===== src/rtl/wb_retry_master.sv =====
// Single-outstanding Wishbone B4 classic master: re-issues RTY-terminated cycles
// up to MAX_RETRY times and bounds each attempt with a TIMEOUT-cycle wait counter.
module wb_retry_master #(
  parameter int AW        = 32,
  parameter int DW        = 32,
  parameter int TGW       = 16,
  parameter int MAX_RETRY = 3,
  parameter int TIMEOUT   = 64
) (
  input  logic              clk,
  input  logic              rst,
  input  logic              cmd_valid,
  output logic              cmd_ready,
  input  logic              cmd_we,
  input  logic [AW-1:0]     cmd_adr,
  input  logic [DW-1:0]     cmd_dat,
  input  logic [DW/8-1:0]   cmd_sel,
  input  logic              cmd_lock,
  input  logic [TGW-1:0]    cmd_tga,
  input  logic [TGW-1:0]    cmd_tgc,
  input  logic [TGW-1:0]    cmd_tgd,
  output logic              rsp_valid,
  input  logic              rsp_ready,
  output logic [DW-1:0]     rsp_dat,
  output logic [TGW-1:0]    rsp_tgd,
  output logic [1:0]        rsp_status,
  output logic [3:0]        rsp_retries,
  output logic [AW-1:0]     ADR_O,
  output logic [DW-1:0]     DAT_O,
  output logic [DW/8-1:0]   SEL_O,
  output logic              WE_O,
  output logic              CYC_O,
  output logic              STB_O,
  output logic              LOCK_O,
  output logic [TGW-1:0]    TGA_O,
  output logic [TGW-1:0]    TGC_O,
  output logic [TGW-1:0]    TGD_O,
  input  logic [DW-1:0]     DAT_I,
  input  logic [TGW-1:0]    TGD_I,
  input  logic              ACK_I,
  input  logic              ERR_I,
  input  logic              RTY_I
);

  typedef enum logic [1:0] {IDLE = 2'd0, BUS = 2'd1, GAP = 2'd2, RESP = 2'd3} state_t;

  localparam logic [1:0]  ST_OK     = 2'd0;
  localparam logic [1:0]  ST_ERR    = 2'd1;
  localparam logic [1:0]  ST_RTY    = 2'd2;
  localparam logic [1:0]  ST_TMO    = 2'd3;
  localparam logic [15:0] WAIT_LAST = 16'(TIMEOUT - 1);
  localparam logic [3:0]  RETRY_MAX = 4'(MAX_RETRY);

  state_t          state_r;
  logic [15:0]     wait_r;
  logic [3:0]      retry_r;

  logic            term_s;
  logic            retry_s;
  logic [1:0]      term_status_s;
  logic [DW-1:0]   term_dat_s;
  logic [TGW-1:0]  term_tgd_s;

  // Classify the current bus cycle: ERR beats RTY beats ACK, timeout only if none.
  always_comb begin
    term_s        = 1'b0;
    retry_s       = 1'b0;
    term_status_s = ST_OK;
    term_dat_s    = {DW{1'b0}};
    term_tgd_s    = TGD_I;
    if (state_r == BUS && STB_O) begin
      if (ERR_I) begin
        term_s        = 1'b1;
        term_status_s = ST_ERR;
      end else if (RTY_I) begin
        if (retry_r == RETRY_MAX) begin
          term_s        = 1'b1;
          term_status_s = ST_RTY;
        end else begin
          retry_s = 1'b1;
        end
      end else if (ACK_I) begin
        term_s        = 1'b1;
        term_status_s = ST_OK;
        term_dat_s    = WE_O ? {DW{1'b0}} : DAT_I;
      end else if (wait_r == WAIT_LAST) begin
        term_s        = 1'b1;
        term_status_s = ST_TMO;
        term_tgd_s    = {TGW{1'b0}};
      end else begin
        term_s = 1'b0;
      end
    end else begin
      term_s = 1'b0;
    end
  end

  // Transaction FSM with all bus and response outputs registered.
  always_ff @(posedge clk) begin
    if (rst) begin
      state_r     <= IDLE;
      wait_r      <= 16'd0;
      retry_r     <= 4'd0;
      cmd_ready   <= 1'b0;
      rsp_valid   <= 1'b0;
      rsp_dat     <= {DW{1'b0}};
      rsp_tgd     <= {TGW{1'b0}};
      rsp_status  <= 2'd0;
      rsp_retries <= 4'd0;
      ADR_O       <= {AW{1'b0}};
      DAT_O       <= {DW{1'b0}};
      SEL_O       <= {(DW/8){1'b0}};
      WE_O        <= 1'b0;
      CYC_O       <= 1'b0;
      STB_O       <= 1'b0;
      LOCK_O      <= 1'b0;
      TGA_O       <= {TGW{1'b0}};
      TGC_O       <= {TGW{1'b0}};
      TGD_O       <= {TGW{1'b0}};
    end else begin
      case (state_r)
        IDLE: begin
          if (cmd_valid && cmd_ready) begin
            cmd_ready <= 1'b0;
            ADR_O     <= cmd_adr;
            DAT_O     <= cmd_dat;
            SEL_O     <= cmd_sel;
            WE_O      <= cmd_we;
            LOCK_O    <= cmd_lock;
            TGA_O     <= cmd_tga;
            TGC_O     <= cmd_tgc;
            TGD_O     <= cmd_tgd;
            CYC_O     <= 1'b1;
            STB_O     <= 1'b1;
            wait_r    <= 16'd0;
            retry_r   <= 4'd0;
            state_r   <= BUS;
          end else begin
            cmd_ready <= 1'b1;
          end
        end
        BUS: begin
          if (term_s) begin
            CYC_O       <= 1'b0;
            STB_O       <= 1'b0;
            LOCK_O      <= 1'b0;
            rsp_valid   <= 1'b1;
            rsp_status  <= term_status_s;
            rsp_dat     <= term_dat_s;
            rsp_tgd     <= term_tgd_s;
            rsp_retries <= retry_r;
            state_r     <= RESP;
          end else if (retry_s) begin
            // A locked transfer keeps the bus claimed through the retry gap.
            retry_r <= retry_r + 4'd1;
            STB_O   <= 1'b0;
            CYC_O   <= LOCK_O;
            state_r <= GAP;
          end else begin
            wait_r <= wait_r + 16'd1;
          end
        end
        GAP: begin
          CYC_O   <= 1'b1;
          STB_O   <= 1'b1;
          wait_r  <= 16'd0;
          state_r <= BUS;
        end
        RESP: begin
          if (rsp_ready) begin
            rsp_valid <= 1'b0;
            cmd_ready <= 1'b1;
            state_r   <= IDLE;
          end else begin
            rsp_valid <= 1'b1;
          end
        end
        default: begin
          cmd_ready <= 1'b0;
          CYC_O     <= 1'b0;
          STB_O     <= 1'b0;
          LOCK_O    <= 1'b0;
          rsp_valid <= 1'b0;
          state_r   <= IDLE;
        end
      endcase
    end
  end

endmodule


===== config.mk =====
export PLATFORM = sky130hd
export DESIGN_NAME = wb_retry_master
export DESIGN_NICKNAME = d
export VERILOG_FILES = /design/src/rtl/wb_retry_master.sv
export SDC_FILE = /design/constraint.sdc
export NUM_CORES = 1
export LEC_CHECK = 0
export BUFFER_PORTS_ARGS = -buffer_cell sky130_fd_sc_hd__buf_2
export CAP_MARGIN = 40
export CORE_AREA = 5 5 181 183
export DETAILED_ROUTE_END_ITERATION = 6
export DIE_AREA = 0 0 186 188
export HOLD_SLACK_MARGIN = 0.06
export PLACE_DENSITY = 0.54
export RECOVER_POWER = 25
export SETUP_SLACK_MARGIN = 0.15
export SLEW_MARGIN = 20
export SYNTH_ARGS = -nofsm -noshare
export SYNTH_HDL_FRONTEND = slang
export SYNTH_SLANG_ARGS = --single-unit
export TNS_END_PERCENT = 5

===== constraint.sdc =====
create_clock -name clk -period 2.8 [get_ports clk]
set_input_delay 0.56 -clock clk [delete_from_list [all_inputs] [get_ports clk]]
set_output_delay 0.56 -clock clk [all_outputs]
set_load 0.01 [all_outputs]

# Yosys cells after proc, flatten, opt, wreduce, memory -nomap -nowiden
# Cells that the tools add are included.
# W data, S select, Z words.
totals:
  inputBits: 173
  output_inout_bits: 176
  wordCells: 104
  ff_bits: 198
classes:
  mux: 55
  eq_ne: 12
  n_reduce_logical: 16
  n_addsub: 2
op_table:
  columns: ["cell", "count"]
  rows:
  - ["$mux W32", 5]
  - ["$mux W16", 8]
  - ["$pmux W16 S3", 1]
  - ["$mux W1", 21]
  - ["$mux W2", 10]
  - ["$add A16 B1 Y16 const B", 1]
  - ["$eq A16 B6 Y1 const B", 1]
  - ["$mux W4", 3]
  - ["$ne A2 B2 Y1 const B", 6]
  - ["$reduce_and A3 Y1", 3]
  - ["$pmux W2 S4", 1]
  - ["$pmux W4 S2", 1]
  - ["$reduce_and A2 Y1", 4]
  - ["$reduce_and A4 Y1", 2]
  - ["$pmux W1 S2", 3]
  - ["$pmux W1 S3", 2]
  - ["$reduce_bool A2 Y1", 3]
  - ["$add A4 B1 Y4 const B", 1]
  - ["$eq A2 B2 Y1 const B", 2]
  - ["$eq A4 B2 Y1 const B", 1]
  - ["$ne A3 B3 Y1 const B", 1]
  - ["$reduce_bool A3 Y1", 1]
  - ["$eq A2 B1 Y1 const B", 1]
  - ["$logic_and A1 B1 Y1", 2]
  - ["$logic_not A2 Y1", 1]

# Logic depth before layout (Yosys ltp)
# Gate-level depths: netlist of run 1.
depth:
  ltp_word: 8
  mapped_depth: 9

# Least setup slack after synthesis of run 1
# OpenSTA, ideal clock, no wires.
synth_timing:
  kind: "reg-to-reg"
  start: "register retry_r[0]"
  end: "register wait_r[15]"
  path_slack_ps: 673
  period_less_slack_ps: 2127
  arrival_ps: 2055
  path_stages_with_launch: 7
  path_cell_list: "dfxtp_1 -> ha_1 -> or3b_1 -> a311oi_2 -> nand4_1 -> or4_1 -> a21oi_1"
synth_via:
  elab_chain_cells: 7
  elab_cells_between_ends: 12
  classes_between: "eq/ne (3); mux (8); reduce/logical (1)"
synth_rtl:
  columns: ["item", "line_no", "text"]
  rows:
  - ["start, declared", "56", "logic [3:0] retry_r;"]
  - ["start signal, assigned", "155", "retry_r <= retry_r + 4'd1;"]
  - ["$eq A4 B2 Y1 (*)", "76", "if (retry_r == RETRY_MAX) begin"]
  - ["$mux W1", "76", null]
  - ["$mux W1", "75", "end else if (RTY_I) begin"]
  - ["$mux W1", "72", "if (ERR_I) begin"]
  - ["$mux W1", "71", "if (state_r == BUS && STB_O) begin"]
  - ["$ne A2 B2 Y1 (no source line)", null, null]
  - ["$reduce_and A4 Y1 (no source line) (*)", null, null]
  - ["end signal, assigned", "160", "wait_r <= wait_r + 16'd1;"]
  - ["end, declared", "55", "logic [15:0] wait_r;"]
# Every way passes the cells marked *; elsewhere a longest branch is shown, timed or not.
# A chain may end at the register's enable or synchronous reset.

# Worst setup path in the final report of run 1
layout_timing:
  start: "register wait_r[0]"
  end: "register rsp_dat[15]"
layout_via:
  elab_chain_cells: 7
layout_rtl:
  columns: ["item", "line_no", "text"]
  rows:
  - ["$eq A16 B6 Y1", "86", "end else if (wait_r == WAIT_LAST) begin"]
  - ["$mux W1", "86", null]
  - ["$mux W1", "82", "end else if (ACK_I) begin"]
  - ["$mux W1", "75", null]
  - ["$mux W1", "72", null]
  - ["$mux W1", "71", null]
  - ["$reduce_and A2 Y1 (no source line)", null, null]
  - ["end signal, assigned", "106", "rsp_dat <= {DW{1'b0}};"]
  - ["end signal, assigned", "149", "rsp_dat <= term_dat_s;"]
  - ["end, declared", "24", "output logic [DW-1:0] rsp_dat,"]
# Every way passes these cells.

==> impl_metrics.ini, run 1 <==
[detailed_routing]
drt_iter0_drc = 378
vias = 7373
drc = 0
wire_per_inst_um = 14.98
viasPerCell = 4.477
finalWirelength_um = 24670
antenna_left = 0
first_pass_iters = 4

[timing]
rsz0062_at_grt = false
hold_viol_final = 0
setup_ws_ns = 0.2936
period_share = 0.8951
slew_violations = 0
finalSetupTns_ns = 0
timing.fmax_ghz = 0.3990
fin_skew_ns = 0.01259
period_minus_slack_ns = 2.506
final-setup-viol-count = 0
max_slew.worst_pin.slew_ns = 0.8396
timing.slew.headroom = 0.4403

[grt]
grt_pass1_wl_um = 37720
grt_antenna_before_repair = 2
grt_max_degree = 124
first_global_vias = 6910
track_usage = 0.1342
grt.overflow.total = 0

[power_and_ir_drop]
power.density_nw_per_um2 = 618.6
ir_worst_vdd_uv = 368.9
power_leakage_nw = 3.867
power_w = 0.006128

[logic_synthesis]
async_flop_share = 0
synthTopCellsByCount = nand2_1, dfxtp_1, a21oi_1
yosys.area.top_type_share = 0.5394
synth_fp_nets = 1098
yosysWarnings = 0
netlist_area_um2 = 7348
ys_top_cells_by_area = dfxtp_1, nand2_1, a21oi_1
ys_seq_elements = 198
ys.flop_type = dfxtp_1
synth_top_area_cell = dfxtp_1
synth_cells = 923
synth_most_common_cell = nand2_1
syn_avg_cell_area_um2 = 7.961
synth-edff-count = 0
yosysSeqAreaShare = 0.5394
synth.distinct_cells = 45

[floorplanning]
io_pins = 349
start_util = 0.2365
die_w_um = 186
die_h_um = 188
die-area_um2 = 34970
rows = 65
coreArea_um2 = 31070

[setup_path]
critPathTopFamily = simple AND/OR/NAND/NOR gates
crit_buf_inv = 1
cp.arrival_ns = 2.87
cpMaxStageDelayCell = or4bb_1
path_class = reg -> reg
critPathMaxFanout = 45
start_kind = register
slowest_delay_ns = 0.51
cp_cell_sequence = ha_1, or4bb_1, nor4_2, o21a_4, buf_12, nand3_1, a21oi_1
crit_required_ns = 3.16
endpoint_kind = register

[clock_tree]
cts_root_buf = clkbuf_16
hold_buffers = 0
cts.clk_slew.worst_paths_ns = 0.08
clk_path_buf_depth = 2
htreeDepth = 4
cts_tree = done
clk_latency_ns = 0.45
cts_buffers = 17
cts.sinks = 198

[placement]
portBuffers = 348
placement.cell_area_um2 = 9460
globalplace.congestion = 0.7594
pre_cts_ws_ns = 0.2570
hpwl_um = 17310

[finish]
fillers = 3415
area_growth_pct = 34.80
fin_area_um2 = 9906
drive_above_1_share = 0.2474
final_util = 0.3188
diodes = 0
final_nets = 1407

[outcome]
outcome = completed

[run]
max-cap-violations = 0

[worst_hold_path]
hold_path.class = in -> reg
## flip-flops by register name, summed over array words and instances (netlist names), 4 cells and up
register and cells:
ADR_O 32, DAT_O 32, SEL_O 4, TGA_O 16, TGC_O 16, TGD_O 16, retry_r 4, rsp_dat 32
rsp_retries 4, rsp_tgd 16, wait_r 16
## path summary, 6_finish.rpt
| check | to | startpoint | cells after the start | slack (ns) |
|---|---|---|---|---|
| setup / recovery | rsp_dat[15] | wait_r[0] | 7 | 0.29 |
| hold / removal | TGD_O[0] | cmd_tgd[0] | 3 | 0.34 |
| setup reg to reg | rsp_dat[15] | wait_r[0] | 7 | 0.29 |
| hold reg to reg | rsp_dat[6] | rsp_dat[6] | 2 | 0.45 |
## per-stage QoR
stage,std cells,hold WS [ns]
5_1_grt,1647,0.3127
3_3_place_gp,1615,0.4345
6_report,1647,0.3411
4_1_cts,1647,0.3052
3_5_place_dp,1615,0.4402
2_1_floorplan,923,0.4468
## layer usage
metal  share of wire  wire (um)  GRT usage  vias to the layer above
met5         0.00089         22          0                        -
met1            0.42      10370     0.1636                     3360
met3           0.095       2349    0.05179                       31
met2            0.46      11460     0.2159                      259
li1                -          -          -                     3719
met4           0.019        465    0.04624                        4
## timing repair
| action | in CTS | in global routing |
|---|---|---|
| setup buffers | 0 | 0 |
| setup endpoints to repair | 0 | 50 |
| resized for setup | 0 | 1 |
## cell usage in the layout (no fill, tap or decap), types with 6 or more instances in the layout
cell type,instances
a21oi_1,190
buf_2,254
buf_4,9
clkbuf_1,95
clkbuf_16,17
dfxtp_1,198
nand2_1,305
nand3_1,56
nand4_1,8
nor2_1,13
nor3_1,8
o21ai_0,11
or3_1,9
or4_1,6
## final cells by class
type	count	area, um2	area share
sequential	198	3964	0.4002
clock inverter	12	108.9	0.01099
inverter	2	7.507	0.0007579
multi-input combinational	652	3097	0.3126
clock buffer	20	446.7	0.04509
tap	402	503.0	0.05078
timing repair buffer	361	1779	0.1796
## logic make-up (layout without fill, tap and decap cells)
kind of cell | count (synthesis) | count (layout) | share of synthesized area
muxes | 1 | 1 | 0.001532
buffers and inverters | 73 | 395 | 0.04478
AOI/OAI and AO/OA | 219 | 219 | 0.1570
xor gates and xnor gates | 2 | 2 | 0.002384
DFF | 198 | 198 | 0.5394
adders and majority gates | 2 | 2 | 0.003405
and+or+nand+nor | 428 | 428 | 0.2515
## report_power, final
part	switching, W	leakage, nW	internal [W]
Sequential	0.0000715	1.61	0.00294
Clock	0.00119	0.270	0.00120
Combinational	0.000466	1.99	0.000272
Total	0.00172	3.87	0.00440
## tightest hold or removal path, stage by stage
cell and delay (ns):
buf_2 0.09, nand2_1 0.04, a21oi_1 0.05
Note: power is estimated with default switching activity, not from simulation.
==> run 2: changes to the inputs <==
PLACE_DENSITY = 0.55   (was 0.54)
clock period = 2.1 ns   (was 2.8 ns; I/O delays follow)
==> run 2 against run 1 <==
  * Largest cell class unchanged
  * Sequential share of layout area fell by 1.9 points
  * Maximum frequency rose by 22%
  * Combinational power rose by 45%
  * Clock power rose by 46%
  * Count of clock-buffer cells in the layout fell by 1
  * Highest routed layer unchanged
  * Die area did not move
  * Power rose by 40%
  * Utilization rose by 1.6 points
  * Critical endpoint is now wait_r[13]
  * Worst hold slack got worse by 0.15 ns
==> impl_metrics.ini, run 2 (synthesized netlist as in run 1, its figures left out) <==
[floorplanning]
die_h_um = 188
die-area_um2 = 34970
start_util = 0.2365
die_w_um = 186
rows = 65
coreArea_um2 = 31070
io_pins = 349

[detailed_routing]
antenna_left = 0
top_layer_used = met5
dr_wl_met2_um = 11420
finalWirelength_um = 25140
drt_iter0_drc = 202
vias = 7539
wl_met3_um = 2690
drt-met1-wl_um = 10590
drc = 0
viasPerCell = 4.480
wire_per_inst_um = 14.94
first_pass_iters = 4

[setup_path]
start_kind = register
cp.arrival_ns = 2.45
cp_cell_sequence = ha_4, or3b_4, a311oi_2, nand4_1, buf_6, or4_4, a21oi_2
critPathTopFamily = simple AND/OR/NAND/NOR gates
path_class = reg -> reg
cpMaxStageDelayCell = or4_4
crit_buf_inv = 1
timing.rr.start = retry_r[1]
endpoint_kind = register
slowest_delay_ns = 0.42
startpoint = retry_r[1]
critPathMaxFanout = 10
crit_required_ns = 2.49

[placement]
globalplace.congestion = 0.7816
hpwl_um = 18380
portBuffers = 348
placement.cell_area_um2 = 9816

[clock_tree]
hold_buffers = 0
cts.clk_slew.worst_paths_ns = 0.08
cts_root_buf = clkbuf_16
clk_path_buf_depth = 2
htreeDepth = 4
clk_latency_ns = 0.45
cts_buffers = 17
cts_tree = done
cts.sinks = 198

[finish]
drive_above_1_share = 0.2865
diodes = 0
final_common_cell = nand2_1
fillers = 3397
final_cell_mix = nand2_1, buf_2, dfxtp_1, a21oi_1, clkbuf_1
multi_input_area_um2 = 3177
fin_area_um2 = 10410
reg_top3 = ADR_O: 32 flops, DAT_O: 32 flops, rsp_dat: 32 flops
seqCellArea_um2 = 3970
final_nets = 1443
area_growth_pct = 41.72

[power_and_ir_drop]
power.density_nw_per_um2 = 821.6
p_switching_w = 0.002287
pwr-share-seq = 0.468
power_w = 0.008555
switching_share = 0.2673
clock_power_share = 0.407
combPwrFrac = 0.125
power.internal_w = 0.006269
power_leakage_nw = 4.128
ir_worst_vdd_uv = 522.7

[grt]
track_usage = 0.1385
grt_pass1_wl_um = 38780
first_global_vias = 7151
grt_max_degree = 72
grt_antenna_before_repair = 1
grt.overflow.total = 0

[timing]
period_minus_slack_ns = 2.061
final-setup-viol-count = 0
timing.slew.headroom = 0.5977
fin_skew_ns = 0.01109
hold_viol_final = 0
max_slew.worst_pin.slew_ns = 0.6035
slew_violations = 0
timing.fmax_ghz = 0.4853
rsz0062_at_grt = true
period_share = 0.9813

[run]
max-cap-violations = 0

[worst_hold_path]
hold_path.class = in -> reg
min_from = rst

[outcome]
outcome = completed
-- run 2: repair_timing --
item / 4_1_cts / 5_1_grt
pin swaps: 4 / 3
gates resized for setup: 6 / 12
setup buffers: 2 / 1
setup endpoints to repair: 72 / 71
-- run 2: power groups by stage --
stage	registers [W]	logic, W	clock network (W)
2_1_floorplan	0.00416	0.000458	0
4_1_cts	0.00401	0.00110	0.00362
3_3_place_gp	0.00408	0.00110	0
5_1_grt	0.00403	0.00119	0.00377
3_5_place_dp	0.00409	0.00110	0
6_report	0.00401	0.00107	0.00348
-- run 2: stage by stage --
| step | std cells | worst slack (ns) | hold WS (ns) | util | TNS, ns |
|---|---|---|---|---|---|
| floorplan | 923 | 0.1187 | 0.4468 | - | 0 |
| global placement | 1648 | -0.1007 | 0.4385 | 0.3159 | -0.2854 |
| detailed placement | 1648 | -0.09151 | 0.4430 | 0.3159 | -1.495 |
| CTS | 1682 | 0.05687 | 0.1636 | 0.3371 | 0 |
| global route | 1683 | -0.06784 | 0.1637 | 0.3352 | -0.3069 |
| finish | 1683 | 0.03932 | 0.1875 | 0.3352 | 0 |
-- run 2: area by class of cell --
cell class                 instances  share of cell area
clock buffer                      19             0.04253
clock inverter                    13             0.01634
inverter                           2           0.0007209
multi-input combinational        652              0.3051
sequential                       198              0.3812
tap                              402             0.04830
timing repair buffer             397              0.2058
-- run 2: path summary, 6_finish.rpt --
check	to	slack [ns]	cells after the start
min reg2reg	rsp_dat[22]	0.45	2
min	STB_O	0.19	2
max	wait_r[13]	0.04	7
max reg2reg	wait_r[13]	0.04	7
-- run 2: worst register-to-register path, stage by stage (launching register included) --
cell and delay, ns:
dfxtp_2 0.36, ha_4 0.14, or3b_4 0.38, a311oi_2 0.26
nand4_1 0.14, buf_6 0.17, or4_4 0.42, a21oi_2 0.15
-- run 2: per-layer routing --
layer / GRT usage / up-vias
li1: - / 3798
met1: 0.1698 / 3418
met2: 0.2176 / 291
met3: 0.06188 / 30
met4: 0.04400 / 2
met5: 0 / -
==> run 3: changes to the inputs <==
BUFFER_PORTS_ARGS = -buffer_cell sky130_fd_sc_hd__buf_4   (was -buffer_cell sky130_fd_sc_hd__buf_2)
PLACE_DENSITY = 0.47   (was 0.55)
TNS_END_PERCENT = 30   (was 5)
==> run 3 against run 2 <==
  * The run now ends with negative setup slack left
  * Setup slack worse by 0.045 ns
  * Critical path depth up 1
  * Sequential power is essentially flat
  * Count of clock-buffer cells in the layout unchanged
  * Combinational power grew 17%
  * Cell count is 0.42% higher
  * Final area grew 8.9%
  * Critical path type unchanged
  * Largest cell class unchanged
==> impl_metrics.ini, run 3 (synthesized netlist as in run 1, its figures left out) <==
[grt]
grt_pass1_wl_um = 42170
grt_max_degree = 86
first_global_vias = 7435
track_usage = 0.1522
grt.overflow.total = 0
grt_antenna_before_repair = 0

[clock_tree]
clk_path_buf_depth = 2
cts_root_buf = clkbuf_16
htreeDepth = 4
hold_buffers = 0
clk_latency_ns = 0.45
cts_tree = done
cts.sinks = 198
cts.clk_slew.worst_paths_ns = 0.08
cts_buffers = 17

[finish]
reg_top3 = ADR_O: 32 flops, DAT_O: 32 flops, rsp_dat: 32 flops
drive_above_1_share = 0.3207
final_util = 0.3650
fin_area_um2 = 11340
final_nets = 1450
fillers = 3373
area_growth_pct = 54.30
diodes = 0
final_cell_mix = nand2_1, buf_4, dfxtp_1, a21oi_1, clkbuf_1

[timing]
holdWs_ns = 0.2125
setup_ws_ns = -0.005269
fin_skew_ns = 0.01429
timing.slew.headroom = 0.6673
max_slew.worst_pin.slew_ns = 0.4960
timing.fmax_ghz = 0.4750
rsz0062_at_grt = true
final-setup-viol-count = 1
hold_viol_final = 0
period_share = 1.003
slew_violations = 0
period_minus_slack_ns = 2.105

[floorplanning]
coreArea_um2 = 31070
start_util = 0.2365
io_pins = 349
die_h_um = 188
die-area_um2 = 34970
die_w_um = 186
rows = 65

[setup_path]
regToRegSetupSlack_ns = -0.005
cp_cell_sequence = or4_4, nor4_4, o21a_4, buf_12, buf_12, clkbuf_16, nand3_2, a21oi_2
path_common_cell = buf_12
path_class = reg -> reg
timing.rr.start = wait_r[11]
rr_worst_depth = 8
crit_required_ns = 2.48
endpoint_kind = register
timing.rr.end = rsp_dat[31]
start_kind = register
slowest_delay_ns = 0.56
cpMaxStageDelayCell = or4_4
cp.arrival_ns = 2.48
critPathMaxFanout = 6

[placement]
globalplace.congestion = 0.7877
portBuffers = 348
placement.cell_area_um2 = 10670
hpwl_um = 19520
pre_cts_ws_ns = -0.009832

[run]
max-cap-violations = 0

[power_and_ir_drop]
power.density_nw_per_um2 = 746.5
power_w = 0.008464
power_leakage_nw = 4.341
ir_worst_vdd_uv = 455.6

[worst_hold_path]
holdPathStages = 3
hold_path.class = in -> reg
min_to = DAT_O[18]
min_from = cmd_dat[18]

[detailed_routing]
viasPerCell = 4.551
vias = 7691
finalWirelength_um = 27990
drc = 0
first_pass_iters = 4
wire_per_inst_um = 16.56
antenna_left = 0
drt_iter0_drc = 290

[outcome]
outcome = finished, violations left
violations = negative setup slack
==> run 3: cell types whose count changed in the layout (fill, tap and decap cells not counted), moves of 5 or more <==
cell | before | now
nand2_1 | 305 | 299
buf_4 | 36 | 299
buf_2 | 257 | 0
nand2_2 | 0 | 6
a21oi_1 | 185 | 174
a21oi_2 | 5 | 16
nand3_1 | 56 | 43
nand3_2 | 0 | 12
clkbuf_1 | 91 | 85
o21ai_0 | 10 | 5
==> run 3: worst max path at each step <==
| stage | from | endpoint | slack, ns | cells past startpoint |
|---|---|---|---|---|
| after floorplan | wait_r[1] | rsp_dat[0] | 0.12 | 9 |
| after global placement | wait_r[1] | rsp_dat[30] | 0.03 | 7 |
| after detailed placement | wait_r[1] | rsp_dat[27] | -0.01 | 7 |
| after CTS | wait_r[7] | rsp_tgd[4] | 0.05 | 8 |
| after global routing | wait_r[11] | rsp_dat[5] | -0.06 | 8 |
| final | wait_r[11] | rsp_dat[31] | -0.005 | 8 |
==> run 3: critical path, delay by kind of cell, from the launching register on <==
family	cells	cell delay, ns
compound gates	2	0.34
buf+inv	3	0.42
flops	1	0.33
simple gates	3	0.96
==> run 3: layout make-up <==
| cell class | instances | area, um2 | share of cell area |
|---|---|---|---|
| sequential | 198 | 3974 | 0.3505 |
| multi-input combinational | 652 | 3324 | 0.2932 |
| inverter | 2 | 7.507 | 0.0006621 |
| timing repair buffer | 404 | 2973 | 0.2622 |
| clock inverter | 13 | 113.9 | 0.01004 |
| clock buffer | 19 | 442.9 | 0.03906 |
| tap | 402 | 503.0 | 0.04436 |
==> run 3: power breakdown <==
part | switching, W | internal, W | leakage [nW]
registers | 0.0000903 | 0.00391 | 1.61
logic | 0.000678 | 0.000575 | 2.47
clock network | 0.00162 | 0.00159 | 0.267
==> run 3: what timing repair did <==
action                                  CTS  global route
pin swaps                                10            46
setup buffers                             6             1
gates cloned                              3             2
endpoints found under the setup margin   73            73
resized for setup                        12            50
==> run 3: per-stage QoR <==
step | setup TNS (ns) | std cells
floorplan | 0 | 923
global placement | 0 | 1646
detailed placement | -0.01521 | 1646
CTS | 0 | 1687
global route | -1.194 | 1690
finish | -0.005269 | 1690
==> run 3: per-layer routing <==
| metal | wire length (um) | track usage | vias to the layer above |
|---|---|---|---|
| met5 | 0 | 0 | - |
| met3 | 3003 | 0.07255 | 33 |
| met4 | 597 | 0.05269 | 0 |
| met2 | 12810 | 0.2434 | 302 |
| li1 | - | - | 3818 |
| met1 | 11580 | 0.1782 | 3538 |
